**src/rtl/gac_pkt_gen.sv**
```systemverilog
// Localbus-programmed burst generator feeding scm: emits MD/PHV pairs framed by sent_start/sent_end pulses.
// Optional GAC_TIMESTAMP_EN: a free-running cycle counter stamps md[63:32] on every write.
module gac_pkt_gen #(
  parameter logic [7:0]  LMID      = 8'd7,
  parameter logic [7:0]  SMID      = 8'd6,
  parameter logic [31:0] BASE_ADDR = 32'h0000_0100
) (
  input  logic          clk,
  input  logic          rst_n,
  output logic [255:0]  out_gac_md,
  output logic          out_gac_md_wr,
  input  logic          in_gac_md_alf,
  output logic [1023:0] out_gac_phv,
  output logic          out_gac_phv_wr,
  input  logic          in_gac_phv_alf,
  output logic          gac2scm_sent_start,
  output logic          gac2scm_sent_end,
  input  logic          cfg2gac_cs_n,
  output logic          gac2cfg_ack_n,
  input  logic          cfg2gac_rw,
  input  logic [31:0]   cfg2gac_addr,
  input  logic [31:0]   cfg2gac_wdata,
  output logic [31:0]   gac2cfg_rdata
);

  localparam logic [31:0] A_CTRL     = BASE_ADDR + 32'h00;
  localparam logic [31:0] A_PKT_NUM  = BASE_ADDR + 32'h04;
  localparam logic [31:0] A_GAP      = BASE_ADDR + 32'h08;
  localparam logic [31:0] A_STATUS   = BASE_ADDR + 32'h0C;
  localparam logic [31:0] A_SENT_CNT = BASE_ADDR + 32'h10;
  localparam logic [31:0] A_PATTERN  = BASE_ADDR + 32'h14;

  typedef enum logic [2:0] {
    ST_IDLE,
    ST_START,
    ST_SEND,
    ST_GAP,
    ST_END
  } state_t;

  state_t      state;
  logic [31:0] pkt_num;
  logic [31:0] gap;
  logic [31:0] pattern;
  logic [31:0] sent_cnt;
  logic [31:0] gap_cnt;
  logic        aborted;
  logic        start_req;
  logic        abort_req;
  logic        busy;
  logic        active;
  logic        can_send;
  logic        go_send;
  logic [31:0] stamp;

  assign busy     = (state != ST_IDLE);
  assign active   = (state == ST_START) || (state == ST_SEND) || (state == ST_GAP);
  assign can_send = (sent_cnt < pkt_num) && !in_gac_md_alf && !in_gac_phv_alf;

`ifdef GAC_TIMESTAMP_EN
  logic [31:0] ts_cnt;

  always_ff @(posedge clk or negedge rst_n) begin
    if (!rst_n) ts_cnt <= '0;
    else        ts_cnt <= ts_cnt + 32'd1;
  end

  assign stamp = ts_cnt;
`else
  assign stamp = '0;
`endif

  // Localbus: one access per cs_n assertion, ack_n low from the cycle after cs_n
  // is first sampled low until the cycle after cs_n is sampled high again.
  always_ff @(posedge clk or negedge rst_n) begin
    if (!rst_n) begin
      gac2cfg_ack_n <= 1'b1;
      gac2cfg_rdata <= '0;
      pkt_num       <= '0;
      gap           <= '0;
      pattern       <= '0;
      start_req     <= 1'b0;
      abort_req     <= 1'b0;
    end else begin
      start_req <= 1'b0;
      abort_req <= 1'b0;
      if (cfg2gac_cs_n) begin
        gac2cfg_ack_n <= 1'b1;
      end else if (gac2cfg_ack_n) begin
        gac2cfg_ack_n <= 1'b0;
        if (cfg2gac_rw) begin
          case (cfg2gac_addr)
            A_CTRL:     gac2cfg_rdata <= '0;
            A_PKT_NUM:  gac2cfg_rdata <= pkt_num;
            A_GAP:      gac2cfg_rdata <= gap;
            A_STATUS:   gac2cfg_rdata <= {30'd0, aborted, busy};
            A_SENT_CNT: gac2cfg_rdata <= sent_cnt;
            A_PATTERN:  gac2cfg_rdata <= pattern;
            default:    gac2cfg_rdata <= 32'hDEAD_BEEF;
          endcase
        end else begin
          case (cfg2gac_addr)
            A_CTRL: begin
              start_req <= cfg2gac_wdata[0];
              abort_req <= cfg2gac_wdata[1];
            end
            A_PKT_NUM: pkt_num <= cfg2gac_wdata;
            A_GAP:     gap     <= cfg2gac_wdata;
            A_PATTERN: pattern <= cfg2gac_wdata;
            default: ;
          endcase
        end
      end
    end
  end

  // Decides whether the next cycle is a SEND cycle; the write itself is
  // registered so the strobe lands in that SEND cycle.
  always_comb begin
    go_send = 1'b0;
    case (state)
      ST_START: go_send = 1'b1;
      ST_SEND:  go_send = out_gac_md_wr ? (gap == 32'd0) : (sent_cnt < pkt_num);
      ST_GAP:   go_send = (gap_cnt == 32'd0);
      default:  go_send = 1'b0;
    endcase
    if (abort_req) go_send = 1'b0;
  end

  always_ff @(posedge clk or negedge rst_n) begin
    if (!rst_n) begin
      state              <= ST_IDLE;
      sent_cnt           <= '0;
      gap_cnt            <= '0;
      aborted            <= 1'b0;
      out_gac_md         <= '0;
      out_gac_md_wr      <= 1'b0;
      out_gac_phv        <= '0;
      out_gac_phv_wr     <= 1'b0;
      gac2scm_sent_start <= 1'b0;
      gac2scm_sent_end   <= 1'b0;
    end else begin
      gac2scm_sent_start <= 1'b0;
      gac2scm_sent_end   <= 1'b0;
      out_gac_md_wr      <= 1'b0;
      out_gac_phv_wr     <= 1'b0;

      if (active && abort_req) begin
        state            <= ST_END;
        gac2scm_sent_end <= 1'b1;
        aborted          <= 1'b1;
      end else if (go_send) begin
        state <= ST_SEND;
        if (can_send) begin
          out_gac_md_wr  <= 1'b1;
          out_gac_phv_wr <= 1'b1;
          out_gac_md     <= {160'd0, SMID, LMID, 16'd0, stamp, sent_cnt};
          out_gac_phv    <= {sent_cnt, {31{pattern}}};
          if (sent_cnt != 32'hFFFF_FFFF) sent_cnt <= sent_cnt + 32'd1;
        end
      end else begin
        case (state)
          ST_IDLE: begin
            if (start_req) begin
              state              <= ST_START;
              gac2scm_sent_start <= 1'b1;
              sent_cnt           <= '0;
              aborted            <= 1'b0;
            end
          end
          ST_SEND: begin
            if (out_gac_md_wr) begin
              state   <= ST_GAP;
              gap_cnt <= gap - 32'd1;
            end else begin
              state            <= ST_END;
              gac2scm_sent_end <= 1'b1;
            end
          end
          ST_GAP:  gap_cnt <= gap_cnt - 32'd1;
          ST_END:  state   <= ST_IDLE;
          default: state   <= ST_IDLE;
        endcase
      end
    end
  end

endmodule
```
**config.mk**
```make
export PLATFORM = sky130hd
export DESIGN_NAME = gac_pkt_gen
export DESIGN_NICKNAME = d
export VERILOG_FILES = /design/src/rtl/gac_pkt_gen.sv
export SDC_FILE = /design/constraint.sdc
export NUM_CORES = 1
export LEC_CHECK = 0
export BUFFER_PORTS_ARGS = -buffer_cell sky130_fd_sc_hd__buf_2
export CAP_MARGIN = 10
export CELL_PAD_IN_SITES_DETAIL_PLACEMENT = 0
export CELL_PAD_IN_SITES_GLOBAL_PLACEMENT = 1
export CORE_AREA = 2 2 542 544
export CTS_BUF_LIST = sky130_fd_sc_hd__clkbuf_4
export DETAILED_ROUTE_END_ITERATION = 10
export DIE_AREA = 0 0 544 546
export PLACE_DENSITY_LB_ADDON = 0.25
export SYNTH_ARGS = -nofsm -noshare
export SYNTH_HDL_FRONTEND = slang
export SYNTH_SLANG_ARGS = --single-unit
```
**constraint.sdc**
```tcl
create_clock -name clk -period 2.8 [get_ports clk]
set_input_delay 0.14 -clock clk [delete_from_list [all_inputs] [get_ports clk]]
set_output_delay 0.14 -clock clk [all_outputs]
set_load 0.03 [all_outputs]
```
==> summary.txt, run 1 <==
===========================================================================================
Status ....................................................................... finished with violations
Failing checks ............................................................... negative setup slack
Critical Path Source .........................................................       gap[7]
Post-Synth Simple-Gate Area ..................................................        8.57%
Mapped Avg Cell Area .........................................................    9.20 um^2
Detailed-route wire length per cell ..........................................      16.0 um
First-pass GRT wire length ...................................................       144 mm
Most used cell, CP ...........................................................        or3_4
Synthesized instance count ...................................................         2490
Layout filler cell count .....................................................        33897
Fraction of layout cells with a size suffix above 1 ..........................        60.7%
Clock tree from TritonCTS ....................................................          yes
Largest driver fanout on the critical path ...................................            4
Adder-cell area share of the yosys netlist ...................................        1.80%
Cell with the largest stage delay on the worst path ..........................        or4_4
Total congestion overflow ....................................................            0
Number of standard cells in the final layout excluding fillers ...............         7049
Final worst setup slack ......................................................    -0.169 ns
Clock latency on the worst-skew pair .........................................      0.88 ns
Aggregate routed wire length .................................................       113 mm
Fin nets .....................................................................         3150
Largest net degree at the start of global routing ............................           63
Launch instance of the worst register-to-register path .......................       gap[7]
Routability congestion estimate ..............................................        0.739
Final cell utilization of the core ...........................................        10.3%
Critical path launch point type ..............................................    flip-flop
Slew Limit Headroom ..........................................................        33.5%
Total number of placement rows ...............................................          199
Number of design-rule violations left by the first detailed-router iteration .          666
Kind of cell adding the most delay to the critical path ...................... simple AND/OR/NAND/NOR gates
Peak supply drop .............................................................     0.188 mV
Flip-flop and latch count after synthesis ....................................          267
Combinational family with the most area after synthesis ...................... buffers and inverters
Count of placed standard cells including taps ................................         6805
Maximum count of clock buffers along a single path ...........................            3
Post-synthesis cell type with the largest combined area ......................        buf_4
Post-synthesis instance area .................................................  0.0229 mm^2
Part of the cycle the worst path needs .......................................         106%
Skew final ...................................................................    0.0808 ns
Via count of the first global-routing pass ...................................        15852
Placeable core area ..........................................................   0.292 mm^2
Count of max-cap constraint violations .......................................            0
Via total after detailed routing .............................................        18031
Time the worst path needs with I/O delays and setup ..........................      2.97 ns
Delay of the slowest critical-path stage .....................................      0.48 ns
Ranking of synthesized cells by area ......................................... buf_4 (40%), dfrtp_1 (29%), mux2_2 (8.2%)
Initial antenna violation count ..............................................           41
Static leakage ...............................................................      16.3 nW
Pre-antenna DRT Iters ........................................................            4
Final Hold Fails .............................................................            0
Library cell with the highest instance count after synthesis .................        buf_4
Crit path kind ...............................................................   reg -> reg
Least-Margin Pin Slew ........................................................     0.997 ns
Synth top area share .........................................................        40.0%
Number of sinks driven by the clock tree .....................................          267
Multiplexer share of the synthesized area ....................................        10.3%
Number of pins exceeding their max-slew limit in the final report ............            0
Most used flip-flop cell after synthesis .....................................      dfrtp_1
Number of buffers and inverters on the critical path .........................            1
Final HPWL DP ................................................................      90.0 mm
Count of cell types in the netlist ...........................................           75
Arrival time at the worst endpoint ...........................................      3.69 ns
Setup WS pre-CTS .............................................................    -0.704 ns
Required time of the critical path ...........................................      3.52 ns
Deepest level of the CTS H-tree ..............................................            3
Share of the synthesized area in compound gates (AO/OA/AOI/OAI) ..............        7.89%
Post-synth EDFFs .............................................................            0
Initial core utilization .....................................................        7.84%
Total area of sequential cells ............................................... 0.00669 mm^2
X dimension of the die .......................................................       544 um
Chip height ..................................................................       546 um
RSZ-0062 raised after global routing .........................................          yes
Share of synthesized registers carrying an async set or reset ................         100%
Area occupied by multi-input gates ........................................... 0.00795 mm^2
Count of boundary I/O pins ...................................................         1387
Final setup fails ............................................................           33
Pwr dens .....................................................................  297 mW/mm^2
Vias per std cell ............................................................         2.56
Setup slack, reg-to-reg ......................................................     -0.17 ns
Root cell of the clock tree ..................................................     clkbuf_4
DRC viols ....................................................................            0
Total negative slack .........................................................     -1.12 ns
Count of warnings emitted by yosys ...........................................            0
Sequential share of the synthesized area .....................................        29.2%
Synth top cells by count ..................................................... buf_4 (1220), dfrtp_1 (266), mux2_2 (167)
HP Class .....................................................................    in -> reg
Growth of design area from synthesis to finish ...............................        31.0%
Endpoint kind of the worst setup timing path .................................    flip-flop
Die outline area .............................................................   0.297 mm^2
Antenna viol nets, final .....................................................            0
Reg clk slew, reported paths .................................................      0.07 ns
Overall track demand over capacity in global routing .........................        7.06%
Parity-gate share of the synthesized area counting xor and xnor cells ........       0.420%
Cell chain of the critical path .............................................. or3_4 -> or3_4 -> mux2_4 -> or3_4 -> buf_12 -> or4_4 -> mux2i_1 -> o22a_1
TritonCTS Buffers ............................................................           88
Worst Min Path Start ......................................................... cfg2gac_cs_n
Port Buffer Count ............................................................         1167
F_max ........................................................................      337 MHz
===========================================================================================
repair_timing:
action / in CTS / in global routing
pin swaps: 16 / 19
setup endpoints to repair: 130 / 120
gates cloned: 3 / 3
hold buffers: 41 / 0
endpoints found under the hold margin: 391 / 0
buffers inserted: 10 / 16
gates resized for setup: 44 / 52
logic make-up (layout without fill, tap and decap cells):
logic type      count (synthesis)  after routing
buf+inv                      1327           1736
fa+ha+maj                      33             33
compound gates                250            250
simple gates                  386            386
flops                         267            267
other cells                     1            232
xor+xnor                       11             11
mux                           215            215
placed cells by master (no fill, tap or decap), drive strengths merged, types with 30 or more instances in the layout:
cell type | synthesis | layout
buf | 1240 | 1490
dfrtp | 266 | 266
conb | 1 | 219
mux2 | 167 | 167
clkbuf | 43 | 129
nor2 | 126 | 126
nand2 | 65 | 65
o21ai | 61 | 61
mux2i | 48 | 48
inv | 44 | 44
a21oi | 40 | 40
dlygate4sd3 | 0 | 39
nor4 | 35 | 35
ha | 33 | 33
and3 | 32 | 32
clkinv | 0 | 31
nor3 | 30 | 30
worst paths after layout:
kind / endpoint / cells after the start
setup / recovery: gap_cnt[26] / 8
hold / removal: gac2cfg_ack_n / 2
setup reg to reg: gap_cnt[26] / 8
hold reg to reg: gap_cnt[31] / 1
max in group asynchronous: gac2cfg_ack_n / 3
min in group asynchronous: sent_cnt[21] / 3
layer usage:
layer  GRT usage, %  share of wire (%)  vias up
met4           1.42                1.6       14
met2           13.4                 53      978
met1           8.27                 40     8735
met3           1.02                5.1      134
li1               -                  -     8170
met5              0              0.090        -
stage by stage:
stage / power (mW) / cell area (um^2) / hold slack, ns
floorplan: 4.59 / 23800 / -0.156
global placement: 4.59 / 27500 / 0.170
detailed placement: 4.59 / 27500 / 0.170
CTS: 9.20 / 29500 / 0.0151
global route: 9.42 / 30000 / 0.0217
finish: 8.91 / 30000 / 0.0733
sequential cells by signal, summed over array words and instances, names as in the netlist:
register            flops
abort_req               1
aborted                 1
gac2cfg_ack_n           1
gac2cfg_rdata          32
gac2scm_sent_end        1
gac2scm_sent_start      1
gap                    32
gap_cnt                32
out_gac_md              2
out_gac_phv            63
out_gac_phv_wr          1
pattern                32
pkt_num                32
sent_cnt               32
start_req               1
state                   3
worst register-to-register path, stage by stage (launching register included):
cell     delay [ns]
dfrtp_1        0.38
or3_4          0.40
or3_4          0.37
mux2_4         0.29
or3_4          0.45
buf_12         0.15
or4_4          0.48
mux2i_1        0.13
o22a_1         0.20
where the power goes:
group / leakage (nW) / switching (mW) / internal, mW
Combinational: 12.0 / 0.610 / 0.107
Sequential: 3.59 / 0.00122 / 3.86
Clock: 0.664 / 2.08 / 2.25
final cells by class:
class	count	share of cell area (%)
diodes	13	0.108
clock buffers	126	3.15
clock inverters	34	0.638
inverters	44	0.550
multi-input cells	1114	26.5
flip-flops and latches	267	22.3
well taps	3919	16.3
repair buffers	1532	30.4
(Power assumes the default switching activity.)
==> run 2, diff against run 1 <==
--- a/config.mk
+++ b/config.mk
@@ -13,6 +13,7 @@
 export CTS_BUF_LIST = sky130_fd_sc_hd__clkbuf_4
 export DETAILED_ROUTE_END_ITERATION = 10
 export DIE_AREA = 0 0 544 546
+export HOLD_SLACK_MARGIN = 0.1
 export PLACE_DENSITY_LB_ADDON = 0.25
 export SYNTH_ARGS = -nofsm -noshare
 export SYNTH_HDL_FRONTEND = slang
==> run 2 against run 1 <==
Against the previous run: the run still ends with negative setup slack left; via count grew 0.88%; flip-flop and latch count did not move; cell area is 1.0% higher; register-to-register slack about the same; cell count is 0.47% higher; clock skew fell by 0.0014 ns; critical endpoint unchanged; highest routed layer unchanged; sequential power about the same.
==> summary.txt, run 2 (synthesis results as in run 1) <==
===========================================================================================
TritonCTS Buffers ............................................................           88   unchanged
Commonest cells after routing, fill and taps aside ........................... buf_2 (1166), buf_4 (288), dfrtp_1 (259), conb_1 (219), mux2_2 (165)
Count of max-cap constraint violations .......................................            0   unchanged
Kind of cell adding the most delay to the critical path ...................... simple AND/OR/NAND/NOR gates
Capturing point of the worst reg2reg path ....................................  gap_cnt[26]
Final cell utilization of the core ...........................................        10.4%   +0.11 points
Largest net degree at the start of global routing ............................           63   unchanged
Placeable core area ..........................................................   0.292 mm^2   unchanged
Final worst setup slack ......................................................    -0.170 ns   -0.00128 ns
Maximum count of clock buffers along a single path ...........................            3   unchanged
Total number of placement rows ...............................................          199   unchanged
First-pass GRT wire length ...................................................       145 mm   +0.18%
Depth of the worst register-to-register path .................................            8   unchanged
Static leakage ...............................................................      16.4 nW   +0.91%
RSZ-0062 raised after global routing .........................................          yes
Chip height ..................................................................       546 um   unchanged
Worst Min Path Start ......................................................... cfg2gac_addr[9]
Number of standard cells in the final layout excluding fillers ...............         7082   +0.47%
F_max ........................................................................      337 MHz   about the same
Status ....................................................................... finished with violations
Root cell of the clock tree ..................................................     clkbuf_4
Total negative slack .........................................................     -1.20 ns   -0.0784 ns
Delay of the slowest critical-path stage .....................................      0.48 ns   about the same
Slew Limit Headroom ..........................................................        36.6%   +3.1 points
Commonest non-fill, non-tap cell in the layout ...............................        buf_2
Arrival time at the worst endpoint ...........................................      3.69 ns   about the same
HP Class .....................................................................    in -> reg
Part of the cycle the worst path needs .......................................         106%   about the same
Initial antenna violation count ..............................................           41   unchanged
Fin nets .....................................................................         3181   +0.98%
Clock latency on the worst-skew pair .........................................      0.89 ns   about the same
Clock tree from TritonCTS ....................................................          yes
Biggest register .............................................................  out_gac_phv
Die outline area .............................................................   0.297 mm^2   unchanged
Final Cell Area ..............................................................  0.0303 mm^2   +1.0%
Max FFs per register .........................................................           63   unchanged
Setup WS pre-CTS .............................................................    -0.704 ns   unchanged
Pre-antenna DRT Iters ........................................................            5   +1
Most used cell, CP ...........................................................        or3_4
Cell with the largest stage delay on the worst path ..........................        or4_4
Vias per std cell ............................................................         2.57   +0.41%
Antenna viol nets, final .....................................................            0   unchanged
Time the worst path needs with I/O delays and setup ..........................      2.97 ns   +0.00128 ns
Count of placed standard cells including taps ................................         6805   unchanged
X dimension of the die .......................................................       544 um   unchanged
Launch instance of the worst register-to-register path .......................       gap[7]
Number of cells on the worst hold path .......................................            8   +6
Via count of the first global-routing pass ...................................        16003   +0.95%
Pwr dens .....................................................................  295 mW/mm^2   -0.65%
Final Hold Fails .............................................................            0   unchanged
Deepest level of the CTS H-tree ..............................................            3   unchanged
Count of boundary I/O pins ...................................................         1387   unchanged
Routability congestion estimate ..............................................        0.739   unchanged
Largest driver fanout on the critical path ...................................            4   unchanged
Cell chain of the critical path .............................................. or3_4 -> or3_4 -> mux2_4 -> or3_4 -> buf_12 -> or4_4 -> mux2i_1 -> o22a_1
DRC viols ....................................................................            0   unchanged
Critical path launch point type ..............................................    flip-flop
Overall track demand over capacity in global routing .........................        7.06%   unchanged
Fraction of layout cells with a size suffix above 1 ..........................        60.1%   -0.60 points
Initial core utilization .....................................................        7.84%   unchanged
Reg clk slew, reported paths .................................................      0.07 ns   about the same
Number of buffers and inverters on the critical path .........................            1   unchanged
Peak supply drop .............................................................     0.192 mV   +2.1%
Placement-stage cell area ....................................................  0.0275 mm^2   unchanged
Endpoint kind of the worst setup timing path .................................    flip-flop
Number of sinks driven by the clock tree .....................................          267   unchanged
Setup slack, reg-to-reg ......................................................     -0.17 ns   about the same
Growth of design area from synthesis to finish ...............................        32.4%
Final HPWL DP ................................................................      90.0 mm   unchanged
Detailed-route wire length per cell ..........................................      15.9 um   -0.45%
Total congestion overflow ....................................................            0   unchanged
Required time of the critical path ...........................................      3.52 ns   about the same
Number of design-rule violations left by the first detailed-router iteration .          721   +8.3%
Number of pins exceeding their max-slew limit in the final report ............            0   unchanged
Aggregate routed wire length .................................................       113 mm   about the same
Failing checks ............................................................... negative setup slack
Crit path kind ...............................................................   reg -> reg
Least-Margin Pin Slew ........................................................     0.951 ns   -0.0460 ns
Endpoint of the worst hold path .............................................. gac2cfg_rdata[3]
Port Buffer Count ............................................................         1167   unchanged
Via total after detailed routing .............................................        18190   +0.88%
Skew final ...................................................................    0.0793 ns   -0.00143 ns
Final setup fails ............................................................           33   unchanged
===========================================================================================
## run 2: how the worst max path moves through the flow
stage / start / slack, ns / to / depth (start not counted)
after floorplan: gap[5] / -0.02 / gap_cnt[26] / 8
after global placement: pkt_num[31] / -0.77 / gac2scm_sent_end / 11
after detailed placement: pkt_num[31] / -0.70 / gac2scm_sent_end / 11
after CTS: gap[5] / -0.16 / gap_cnt[26] / 8
after global routing: state[2] / -0.25 / gap_cnt[26] / 8
final: gap[7] / -0.17 / gap_cnt[26] / 8
## run 2: report_power, final
part	total [mW]	internal, mW	leakage [nW]	switching [mW]
clock network	4.33	2.25	0.664	2.08
registers	3.86	3.86	3.59	0.00123
logic	0.755	0.136	12.2	0.619
total	8.94	6.25	16.4	2.70
## run 2: layout make-up
cell class	instances	area, um^2
antenna	15	37.5
clock buffer	126	946
clock inverter	34	191
fill	33884	262000
inverter	44	165
multi-input combinational	1114	7950
sequential	267	6690
tap	3919	4900
timing repair buffer	1563	9440
## run 2: worst reg2reg max path: cells and delay by family, from the launching register on
kind            cells  cell delay [ns]
simple gates        4             1.70
mux                 2             0.42
flops               1             0.38
compound gates      1             0.20
buf+inv             1             0.15
## run 2: per-stage QoR
stage               power, mW  hold WS [ns]
floorplan                4.59        -0.156
global placement         4.59         0.170
detailed placement       4.59         0.170
CTS                      9.24         0.100
global route             9.46         0.148
finish                   8.94         0.193
## run 2: timing repair
action	CTS	global route
hold endpoints to repair	398	0
setup buffers	10	16
gates resized for setup	44	54
cloned	3	3
pin swaps	16	19
setup endpoints to repair	130	129
hold buffers	72	0
## run 2: routing by layer
layer / global-route usage [%] / vias up / part of all wire, %
met4: 1.36 / 14 / 1.5
met3: 1.03 / 135 / 5.0
met2: 13.4 / 978 / 53
met1: 8.27 / 8822 / 40
li1: - / 8241 / -
met5: 0 / - / 0.090
